`src/rtl/ssp_host_ctrl.sv`:
```
// ssp_host_ctrl: bus initiator for the synchronous serial port.
//   Moves outgoing bytes from a valid/ready stream into the port TX FIFO
//   with single-cycle write transfers. Drains the port RX FIFO with read
//   transfers into a small local buffer exposed as a valid/ready stream.
//
// Ports:
//   PCLK, CLEAR        clock, synchronous active-high reset
//   tx_word/valid/ready  outgoing byte stream (tx_ready is combinational)
//   rx_word/valid/ready  incoming byte stream (head of local buffer)
//   drain_req          one-cycle pulse: request one extra read
//   PSEL/PWRITE/PWDATA registered bus outputs toward the port
//   PRDATA             read data from the port
//   SSPTXINTR          port TX FIFO full (stalls writes)
//   SSPRXINTR          port RX FIFO full (triggers a FIFO_DEPTH-word drain)
//   busy               FSM away from IDLE or reads still pending
//
// state   | meaning
// IDLE    | arbitrate: pending read first, then outgoing byte
// WR      | write transfer on the bus (PSEL=1, PWRITE=1)
// RD      | read transfer on the bus (PSEL=1, PWRITE=0)
// RD_WAIT | waiting READ_LAT cycles, then capture PRDATA into local buffer
module ssp_host_ctrl #(
  parameter int FIFO_DEPTH  = 4,
  parameter int RXBUF_DEPTH = 4,
  parameter int READ_LAT    = 1
) (
  input  logic       PCLK,
  input  logic       CLEAR,
  input  logic [7:0] tx_word,
  input  logic       tx_valid,
  output logic       tx_ready,
  output logic [7:0] rx_word,
  output logic       rx_valid,
  input  logic       rx_ready,
  input  logic       drain_req,
  output logic       PSEL,
  output logic       PWRITE,
  output logic [7:0] PWDATA,
  input  logic [7:0] PRDATA,
  input  logic       SSPTXINTR,
  input  logic       SSPRXINTR,
  output logic       busy
);

  localparam int AW = $clog2(RXBUF_DEPTH);
  localparam int CW = AW + 1;
  localparam logic [3:0] PEND_LOAD = (FIFO_DEPTH > 15) ? 4'hF : 4'(FIFO_DEPTH);
  localparam logic [1:0] LAT_LOAD  = 2'(READ_LAT - 1);

  typedef enum logic [1:0] {IDLE, WR, RD, RD_WAIT} state_t;

  state_t        state, state_nxt;
  logic [3:0]    pend, pend_base, pend_nxt;
  logic [1:0]    lat_cnt;
  logic [7:0]    mem [RXBUF_DEPTH];
  logic [AW-1:0] wr_ptr, rd_ptr;
  logic [CW-1:0] count, free;
  logic          push, pop, rx_load, rd_want, rd_go, accept, rd_done;

  assign rx_valid = (count != '0);
  assign pop      = rx_valid & rx_ready;
  // Space available this cycle, crediting a pop happening right now.
  assign free     = CW'(RXBUF_DEPTH) - count + {{(CW-1){1'b0}}, pop};

  assign rx_load  = (state == IDLE) && SSPRXINTR && (pend == 4'd0);
  // A drain request or a fresh RX-full load counts as pending immediately,
  // so a read wins over a byte offered in the same cycle.
  assign rd_want  = (pend != 4'd0) || drain_req || rx_load;
  assign rd_go    = (state == IDLE) && rd_want && (free != '0);
  assign tx_ready = (state == IDLE) && !rd_go && !SSPTXINTR && !CLEAR;
  assign accept   = tx_valid && tx_ready;
  assign rd_done  = (state == RD_WAIT) && (lat_cnt == 2'd0);
  assign push     = rd_done;

  assign rx_word  = rx_valid ? mem[rd_ptr] : 8'h00;
  assign busy     = (state != IDLE) || (pend != 4'd0);

  always_comb begin
    state_nxt = state;
    case (state)
      IDLE: begin
        if (rd_go)       state_nxt = RD;
        else if (accept) state_nxt = WR;
      end
      WR:      state_nxt = IDLE;
      RD:      state_nxt = RD_WAIT;
      RD_WAIT: if (lat_cnt == 2'd0) state_nxt = IDLE;
      default: state_nxt = IDLE;
    endcase
  end

  // Increment and decrement in the same cycle cancel out.
  always_comb begin
    pend_base = rx_load ? PEND_LOAD : pend;
    pend_nxt  = pend_base;
    if (drain_req && !rd_done)
      pend_nxt = (pend_base == 4'hF) ? 4'hF : pend_base + 4'd1;
    else if (rd_done && !drain_req)
      pend_nxt = pend_base - 4'd1;
  end

  always_ff @(posedge PCLK) begin
    if (CLEAR) begin
      state   <= IDLE;
      pend    <= 4'd0;
      lat_cnt <= 2'd0;
      PSEL    <= 1'b0;
      PWRITE  <= 1'b0;
      PWDATA  <= 8'h00;
    end else begin
      state  <= state_nxt;
      pend   <= pend_nxt;
      PSEL   <= (state_nxt == WR) || (state_nxt == RD);
      PWRITE <= (state_nxt == WR);
      if (accept) PWDATA <= tx_word;
      if (state == RD)
        lat_cnt <= LAT_LOAD;
      else if ((state == RD_WAIT) && (lat_cnt != 2'd0))
        lat_cnt <= lat_cnt - 2'd1;
    end
  end

  always_ff @(posedge PCLK) begin
    if (CLEAR) begin
      wr_ptr <= '0;
      rd_ptr <= '0;
      count  <= '0;
    end else begin
      if (push) wr_ptr <= wr_ptr + 1'b1;
      if (pop)  rd_ptr <= rd_ptr + 1'b1;
      count <= count + {{(CW-1){1'b0}}, push} - {{(CW-1){1'b0}}, pop};
    end
  end

  always_ff @(posedge PCLK) begin
    if (push && !CLEAR) mem[wr_ptr] <= PRDATA;
  end

endmodule

```
`config.mk`:
```
export PLATFORM = sky130hd
export DESIGN_NAME = ssp_host_ctrl
export DESIGN_NICKNAME = d
export VERILOG_FILES = /design/src/rtl/ssp_host_ctrl.sv
export SDC_FILE = /design/constraint.sdc
export NUM_CORES = 1
export LEC_CHECK = 0
export CAP_MARGIN = 20
export CORE_MARGIN = 8
export CORE_UTILIZATION = 40
export CTS_CLUSTER_DIAMETER = 200
export DETAILED_ROUTE_END_ITERATION = 10
export GPL_ROUTABILITY_DRIVEN = 1
export PLACE_DENSITY = 0.68
export REMOVE_ABC_BUFFERS = 1
export SYNTH_ARGS = -nofsm -noshare
export SYNTH_HDL_FRONTEND = slang
export SYNTH_SLANG_ARGS = --single-unit
```
`constraint.sdc`:
```
create_clock -name PCLK -period 2.6 [get_ports PCLK]
set_input_delay 0.52 -clock PCLK [delete_from_list [all_inputs] [get_ports PCLK]]
set_output_delay 0.52 -clock PCLK [all_outputs]
set_load 0.005 [all_outputs]
```
==> results of run 1 <==
## stage by stage
stage / std cells / setup slack, ns
2_1_floorplan: 201 / 0.03728
3_3_place_gp: 339 / -0.4280
3_5_place_dp: 339 / -0.4540
4_1_cts: 356 / -0.06991
5_1_grt: 358 / -0.03876
6_report: 358 / 0.04334
## cell type report
cell class | count | share of cell area [%]
Sequential cell | 59 | 42.52
Multi-Input combinational cell | 130 | 31.13
Timing Repair Buffer | 64 | 16.70
Clock buffer | 9 | 3.502
Tap cell | 77 | 2.724
Clock inverter | 7 | 2.158
Inverter | 12 | 1.273
## where the power goes
| group | leakage (nW) | internal (W) | switching (W) |
|---|---|---|---|
| sequential | 0.509 | 0.00108 | 0.0000747 |
| clock | 0.0958 | 0.000446 | 0.000379 |
| combinational | 0.668 | 0.000761 | 0.000565 |
| total | 1.27 | 0.00229 | 0.00102 |
## critical path, cell delays in order, from the launching register on
cell and delay, ns:
dfxtp_2 0.32, or3_4 0.39, nand2_4 0.09, ha_4 0.13, inv_2 0.04, ha_4 0.20, nand2b_4 0.14, o32ai_4 0.12
and2_4 0.18, buf_6 0.09
## flip-flops by register name, summed over array words and instances, names as in the netlist, named ones only
register,flops
state,2
pend,4
lat_cnt,2
rd_ptr,2
mem,32
PSEL,1
count,3
PWDATA,8
PWRITE,1
wr_ptr,2
## per-layer routing
metal	track usage, %	vias up	wire length (um)
met5	0	-	0
met4	6.294	0	90
met3	4.765	8	337
met2	18.07	39	2525
met1	12.61	854	2266
li1	-	899	-
## repair_timing
item	4_1_cts	5_1_grt
gates cloned	0	0
setup endpoints to repair	2	4
resized for setup	10	13
buffers inserted	1	2
pin swaps	3	4
## placed cells by master, fill, tap and decap left out, types with 3 or more instances in the layout
| master | synthesis | final |
|---|---|---|
| a21oi_1 | 14 | 14 |
| and2_1 | 9 | 9 |
| buf_4 | 1 | 21 |
| clkbuf_8 | 0 | 9 |
| clkdlybuf4s50_1 | 0 | 40 |
| dfxtp_1 | 27 | 25 |
| edfxtp_1 | 32 | 32 |
| ha_1 | 13 | 10 |
| inv_1 | 12 | 11 |
| mux2i_1 | 3 | 3 |
| mux4_2 | 8 | 8 |
| nand2_1 | 7 | 6 |
| nand3_1 | 14 | 14 |
| nor2_1 | 14 | 14 |
| nor2b_1 | 3 | 3 |
| nor3_1 | 4 | 4 |
| nor3b_1 | 4 | 4 |
| o21ai_0 | 8 | 8 |
| xnor2_1 | 7 | 7 |
## worst paths after layout
kind                                                to                   start  slack, ns  cells past startpoint
worst max-delay path                          tx_ready     count[1]$_SDFF_PP0_       0.04                      9
worst min register to register  PWDATA[5]$_SDFFE_PP0P_  PWDATA[5]$_SDFFE_PP0P_       0.49                      2
worst min-delay path            PWDATA[5]$_SDFFE_PP0P_  PWDATA[5]$_SDFFE_PP0P_       0.49                      2
worst max register to register         PSEL$_SDFF_PP0_     count[1]$_SDFF_PP0_       0.15                     13
## logic make-up (layout without fill, tap and decap cells)
group                      count (synthesis)  count (layout)  synth area share (%)
xor gates and xnor gates                   9               9                 2.980
DFF                                       59              59                 56.76
buffers and inverters                     24              92                 4.588
adders and majority gates                 14              14                 6.907
and+or+nand+nor                           64              64                 13.10
muxes                                     11              11                 7.947
AOI/OAI and AO/OA                         32              32                 7.711
==> results.ini, run 1 <==
[layout]
final_util_pct = 55.39
design_area_sq_um = 3537
antenna_cells = 0
drive_gt1_share_pct = 22.42
syn_to_final_growth_pct = 33.73
multiInputGateArea_sq_um = 1101
fill_cells = 535
register_area_sq_um = 1504
fin_nets = 313

[critical_path]
crit_path_end_kind = output pin
arrival_ns = 2.04
critPathMaxFanout = 2
crit_required_ns = 2.08
worst_setup_path_start_kind = flip-flop
path_class = flip-flop to output pin

[pwr]
p_per_area_nw_per_um2 = 934.3
power_w = 0.003305
p_leak_nw = 1.273
ir_worst_vdd_v = 0.0005335

[global_route]
grt_max_degree = 31
overflow = 0
grt_usage_pct = 11.37
antenna_found_initial = 0
grt_pass1_wl_um = 8790
grt_pass1_vias = 1820

[synthesis]
async_flop_share_pct = 0
yosysWarnings = 0
syn_avg_cell_area_sq_um = 12.42
yosys.area.top_type_share_pct = 36.33
yosys.cell_types.count = 41
synth_edf_count = 32
ys_seq_area_share_pct = 56.76
synth_area_leaders = edfxtp_1 36%, dfxtp_1 20%, mux4_2 6.8%
synth_most_common_cell = edfxtp_1
ys_seq_elements = 59
synthesis.area_sq_um = 2645
yosys-top-cells-count = 32 x edfxtp_1, 27 x dfxtp_1, 14 x a21oi_1, 14 x nand3_1, 14 x nor2_1
synthCells = 213
yosysTopAreaCell = edfxtp_1
ys.flop_type = edfxtp_1

[worst_hold_path]
worstHoldPathType = flip-flop to flip-flop

[sta]
fmax_ghz = 0.3911
rsz0062_at_grt = true
hold_ws_ns = 0.4863
max_slew_margin_pct = 69.85
finalHoldViolations = 0
skew_ns = 0.009226
period_needed_ns = 2.557
slew_viol_final = 0
setup_tns_ns = 0
post-route-period-util_pct = 98.33
tightestPinTransition_ns = 0.4501
setup_viol = 0

[cts]
root_buffer = clkbuf_8
cts_buffers = 9
cts_tree = built
clk_pin_slew_worst_paths_ns = 0.07
clk_latency_ns = 0.33
cts_buffer_depth = 2
hold_buffers = 0
htreeDepth = 3
clock-sinks = 59

[routing]
dr.first_iter.drc_count = 51
dr.pass1.iters = 5
vias = 1800
wl_per_cell_um = 14.58
via_per_inst = 5.028
ant_nets = 0
drc = 0
wl_um = 5219

[floorplan]
io_pins = 44
start_util_pct = 41.42
die_x_um = 97.32
die_h_um = 97.32
core-area_sq_um = 6386
num_rows = 29
fp.dieArea_sq_um = 9470

[placement]
place_area_sq_um = 3231
dpl.hpwl_um = 3672
port_buffers = 43
gp_congestion = 0.7441

[outcome]
status = completed

[run]
drv_cap = 0

Note: power is estimated with default switching activity, not from simulation.
==> run 2, diff against run 1 <==
- PLACE_DENSITY: 0.68 -> 0.7
- clock period: 2.6 -> 2.1 ns (I/O delays scaled with it)
==> run 2 against run 1 <==
Against the previous run:
- the flow now finishes with violations (setup timing)
- critical endpoint unchanged
- cell area up 10%
- sequential power increased by 23%
- worst hold slack worse by 0.024 ns
- via count grew 5.3%
- global-route usage is 0.85 points higher
- die area unchanged
- critical path depth unchanged
- flip-flop and latch count stayed put
- combinational power rose by 77%
==> results.ini, run 2 (synthesized netlist as in run 1, its figures left out) <==
[floorplan]
core-area_sq_um = 6386  ; unchanged
fp.dieArea_sq_um = 9470  ; unchanged
die_h_um = 97.32  ; unchanged
start_util_pct = 41.42  ; unchanged
num_rows = 29  ; unchanged
die_x_um = 97.32  ; unchanged
io_pins = 44  ; unchanged

[global_route]
antenna_found_initial = 0  ; unchanged
grt_usage_pct = 12.23  ; +0.85 points
grt_pass1_vias = 1997  ; +9.7%
grt_pass1_wl_um = 9439  ; +7.4%
overflow = 0  ; unchanged
grt_max_degree = 31  ; unchanged

[cts]
hold_buffers = 0  ; unchanged
clk_latency_ns = 0.33  ; about the same
cts_buffers = 9  ; unchanged
htreeDepth = 3  ; unchanged
cts_buffer_depth = 2  ; unchanged
cts_tree = built
root_buffer = clkbuf_8
clock-sinks = 59  ; unchanged
clk_pin_slew_worst_paths_ns = 0.07  ; about the same

[worst_hold_path]
worstHoldPathType = flip-flop to flip-flop

[critical_path]
crit_path_end_kind = output pin
critPathMaxFanout = 2  ; unchanged
crit_required_ns = 1.68  ; -0.40 ns
r2r_slack_ns = -0.24  ; -0.39 ns
arrival_ns = 2.05  ; about the same
worst_setup_path_start_kind = flip-flop
path_class = flip-flop to output pin

[layout]
layout_commonest_cell = buf_4
mostFrequentLayoutCells = 34 x buf_4, 32 x clkdlybuf4s50_1, 32 x edfxtp_1, 23 x dfxtp_1, 12 x nor2_1
fill_cells = 519  ; -3.0%
syn_to_final_growth_pct = 47.49
drive_gt1_share_pct = 41.39  ; +19 points
design_area_sq_um = 3901  ; +10%
largest_register_ffs = 32  ; unchanged
top_register = mem
reg.largest.list = mem (32), PWDATA (8), pend (4)
fin_nets = 334  ; +6.7%
antenna_cells = 0  ; unchanged

[routing]
via_per_inst = 5.000  ; -0.56%
wl_per_cell_um = 15.83  ; +8.6%
drc = 0  ; unchanged
ant_nets = 0  ; unchanged
dr.pass1.iters = 4  ; -1
dr.first_iter.drc_count = 94  ; +84%
wl_um = 5998  ; +15%
vias = 1895  ; +5.3%

[sta]
period_needed_ns = 2.468
max_slew_margin_pct = 68.90  ; -0.95 points
skew_ns = 0.008296  ; -0.0009303 ns
hold_ws_ns = 0.4628  ; -0.02356 ns
fmax_ghz = 0.4053
slew_viol_final = 0  ; unchanged
finalHoldViolations = 0  ; unchanged
setup_tns_ns = -1.114  ; -1.114 ns
worst_slack_ns = -0.3676  ; -0.4109 ns
tightestPinTransition_ns = 0.4644  ; +0.01422 ns
setup_viol = 12  ; +12
post-route-period-util_pct = 117.5
rsz0062_at_grt = true

[pwr]
power_w = 0.004857  ; +47%
p_per_area_nw_per_um2 = 1245  ; +33%
ir_worst_vdd_v = 0.0006598  ; +24%
p_leak_nw = 1.439  ; +13%

[outcome]
violations = setup timing
status = finished, violations left

[placement]
gp_congestion = 0.8013  ; +7.7%
place_area_sq_um = 3318  ; +2.7%
dpl.hpwl_um = 3709  ; +1.0%
dp_worst_setup_slack_ns = -0.7916  ; -0.3376 ns
port_buffers = 43  ; unchanged

[run]
drv_cap = 0  ; unchanged

## run 2: changes by cell type in the layout (fill, tap and decap cells not counted), moves of 8 or more
cell,delta
buf_4,+13
clkdlybuf4s50_1,-8
nand3_1,-8
o21ai_0,-8
## run 2: what timing repair did
action	4_1_cts	5_1_grt
gates resized for setup	55	57
pin swaps	10	23
endpoints found under the hold margin	0	0
endpoints found under the setup margin	16	23
buffers inserted	6	8
## run 2: path summary, 6_finish.rpt
| check | startpoint | to | depth (start not counted) |
|---|---|---|---|
| min reg2reg | PWDATA[1]$_SDFFE_PP0P_ | PWDATA[1]$_SDFFE_PP0P_ | 2 |
| min | PWDATA[1]$_SDFFE_PP0P_ | PWDATA[1]$_SDFFE_PP0P_ | 2 |
| max reg2reg | count[1]$_SDFF_PP0_ | PSEL$_SDFF_PP0_ | 12 |
| max | count[1]$_SDFF_PP0_ | tx_ready | 9 |
## run 2: cell type report
cell class	instances	area, sq um	share of cell area, %
clock buffer	10	127.6	3.271
clock inverter	6	81.33	2.085
inverter	12	45.04	1.155
multi-input combinational	130	1272	32.62
sequential	59	1506	38.61
tap	77	96.34	2.470
timing repair buffer	85	772.0	19.79
## run 2: metrics by stage
step / std cells / utilization, %
finish: 379 / 61.09
global route: 379 / 61.09
detailed placement: 349 / 51.96
CTS: 371 / 57.68
floorplan: 201 / -
global placement: 349 / 51.96
## run 2: worst max-delay path: stages (launching register included)
cell and delay (ns):
dfxtp_2 0.32, or3_4 0.40, nand2_4 0.09, ha_4 0.13, inv_2 0.04, ha_4 0.19
nand2b_4 0.15, o32ai_4 0.13, and2_4 0.19, buf_6 0.09
## run 2: per-layer routing
layer / vias up / global-route usage, % / wire length, um
li1: 938 / - / -
met1: 899 / 13.91 / 2536
met2: 48 / 19.38 / 2931
met3: 10 / 6.757 / 438
met4: 0 / 3.263 / 91
met5: - / 0 / 0
## run 2: power by group
group	leakage (nW)	switching, W	internal, W
clock	0.105	0.000430	0.000660
combinational	0.824	0.00102	0.00134
sequential	0.510	0.0000728	0.00134
total	1.44	0.00152	0.00334
==> run 3, diff against run 2 <==
- SLEW_MARGIN: unset -> 20
==> results of run 3 <==
The final DEF is identical to that of run 2; final timing and power are the same.
==> RTL change, RTL diff (config.mk and constraints of run 3) <==
Change the parameter `RXBUF_DEPTH` from 4 to 16.
--- a/src/rtl/ssp_host_ctrl.sv
+++ b/src/rtl/ssp_host_ctrl.sv
@@ -21,7 +21,7 @@
 // RD_WAIT | waiting READ_LAT cycles, then capture PRDATA into local buffer
 module ssp_host_ctrl #(
   parameter int FIFO_DEPTH  = 4,
-  parameter int RXBUF_DEPTH = 4,
+  parameter int RXBUF_DEPTH = 16,
   parameter int READ_LAT    = 1
 ) (
   input  logic       PCLK,
Behaviour: same outputs for any inputs over 10 cycles, from zero or initial values; that may be too few to reach the edited logic, so the function may still have changed.
==> RTL change against run 3 <==
The flow still finishes with violations (negative setup slack). Highest routed layer unchanged. Final cell count grew 130%. Utilization fell by 6.9 points. Design area rose by 140%. Maximum frequency down 24%. Critical path type unchanged. Area after synthesis increased to 2.6 times the old value. Total power up 110%. Worst setup slack got worse by 0.78 ns. Global-route usage rose by 2.2 points. Sequential cell count grew 104. Critical endpoint unchanged. Synthesized cell count is 120% higher. Routed wire length rose to 2.5 times the old value.
==> RTL change: results <==
{
  "outcome": "finished, violations left",
  "violations": "negative setup slack",
  "final.setup.tns_ns": -16.83,
  "swShare_pct": 28.88,
  "layout_setup_ws_ns": -1.145,
  "setup_violations": 28,
  "place_inst": 805,
  "clock_area_share_pct": 5.795,
  "htreeDepth": 4,
  "arrival_ns": 2.82,
  "grtUsageMet1_pct": 15.78,
  "post-place-ws_ns": -1.415,
  "gp_congestion": 0.7660,
  "clockRootBuffer": "clkbuf_16",
  "worst_pin_slew_ns": 0.5805,
  "powerClk_uw": 2860,
  "cpPeakStageDelay_ns": 0.48,
  "synth_cell_types": 53,
  "nNonClkInverters": 23,
  "syn_area_per_cell_um2": 14.67,
  "grt_start_max_net_pins": 34,
  "synth_edf_count": 128,
  "grtUsageMet3_pct": 4.315,
  "crit_slowest_cell": "or4b_4",
  "viasPerCell": 5.148,
  "fill_cells": 1388,
  "synth_compound_area_share_pct": 6.010,
  "drtPass1Iterations": 5,
  "muxShareOfSynthArea_pct": 12.20,
  "synthAdderAreaFrac_pct": 3.684,
  "wl_per_cell_um": 17.65,
  "hpwl_um": 9975,
  "buf_share_pct": 15.18,
  "p_seq_share_pct": 36.4,
  "synth-xor-area-share_pct": 1.377,
  "largest_registers": "mem (128), PWDATA (8), count (5)",
  "placed_cell_area_um2": 8404,
  "yosys_register_bits": 163,
  "power.leakage_uw": 0.003289,
  "wl_met1_um": 5977,
  "multi_input_area_um2": 2434,
  "peakVddDrop_mv": 0.7020,
  "dr_wl_met2_um": 8047,
  "grtUsageTotal_pct": 14.45,
  "seq_area_frac_synth_pct": 64.96,
  "ys_top_cells_by_area": "edfxtp_1, dfxtp_1, mux2i_1",
  "synth_common_cells": "edfxtp_1, mux2i_1, dfxtp_1",
  "fin_nets": 668,
  "grt_pass1_wl_um": 24320
}
==> RTL change: cell types whose count changed after synthesis, moves of 6 or more <==
cell      before  now
edfxtp_1      32  128
mux2i_1        3   47
nand2b_1       1   18
nand2_1        7   20
nor2_1        14   27
inv_1         12   22
nand3_1       14    5
dfxtp_1       27   35
mux4_2         8   16
clkbuf_1       4   11
ha_1          13   19
==> RTL change: worst paths after layout <==
| kind | start | end | slack [ns] | depth (start not counted) |
|---|---|---|---|---|
| worst max register to register | count[3] | count[4] | -0.79 | 16 |
| worst min register to register | PWDATA[5] | PWDATA[5] | 0.48 | 2 |
| worst max-delay path | count[3] | tx_ready | -1.14 | 13 |
| worst min-delay path | PWDATA[5] | PWDATA[5] | 0.48 | 2 |
==> RTL change: timing repair <==
| item | 4_1_cts | 5_1_grt |
|---|---|---|
| pin swaps | 13 | 7 |
| buffers inserted | 28 | 6 |
| setup endpoints to repair | 28 | 92 |
| resized for setup | 88 | 10 |
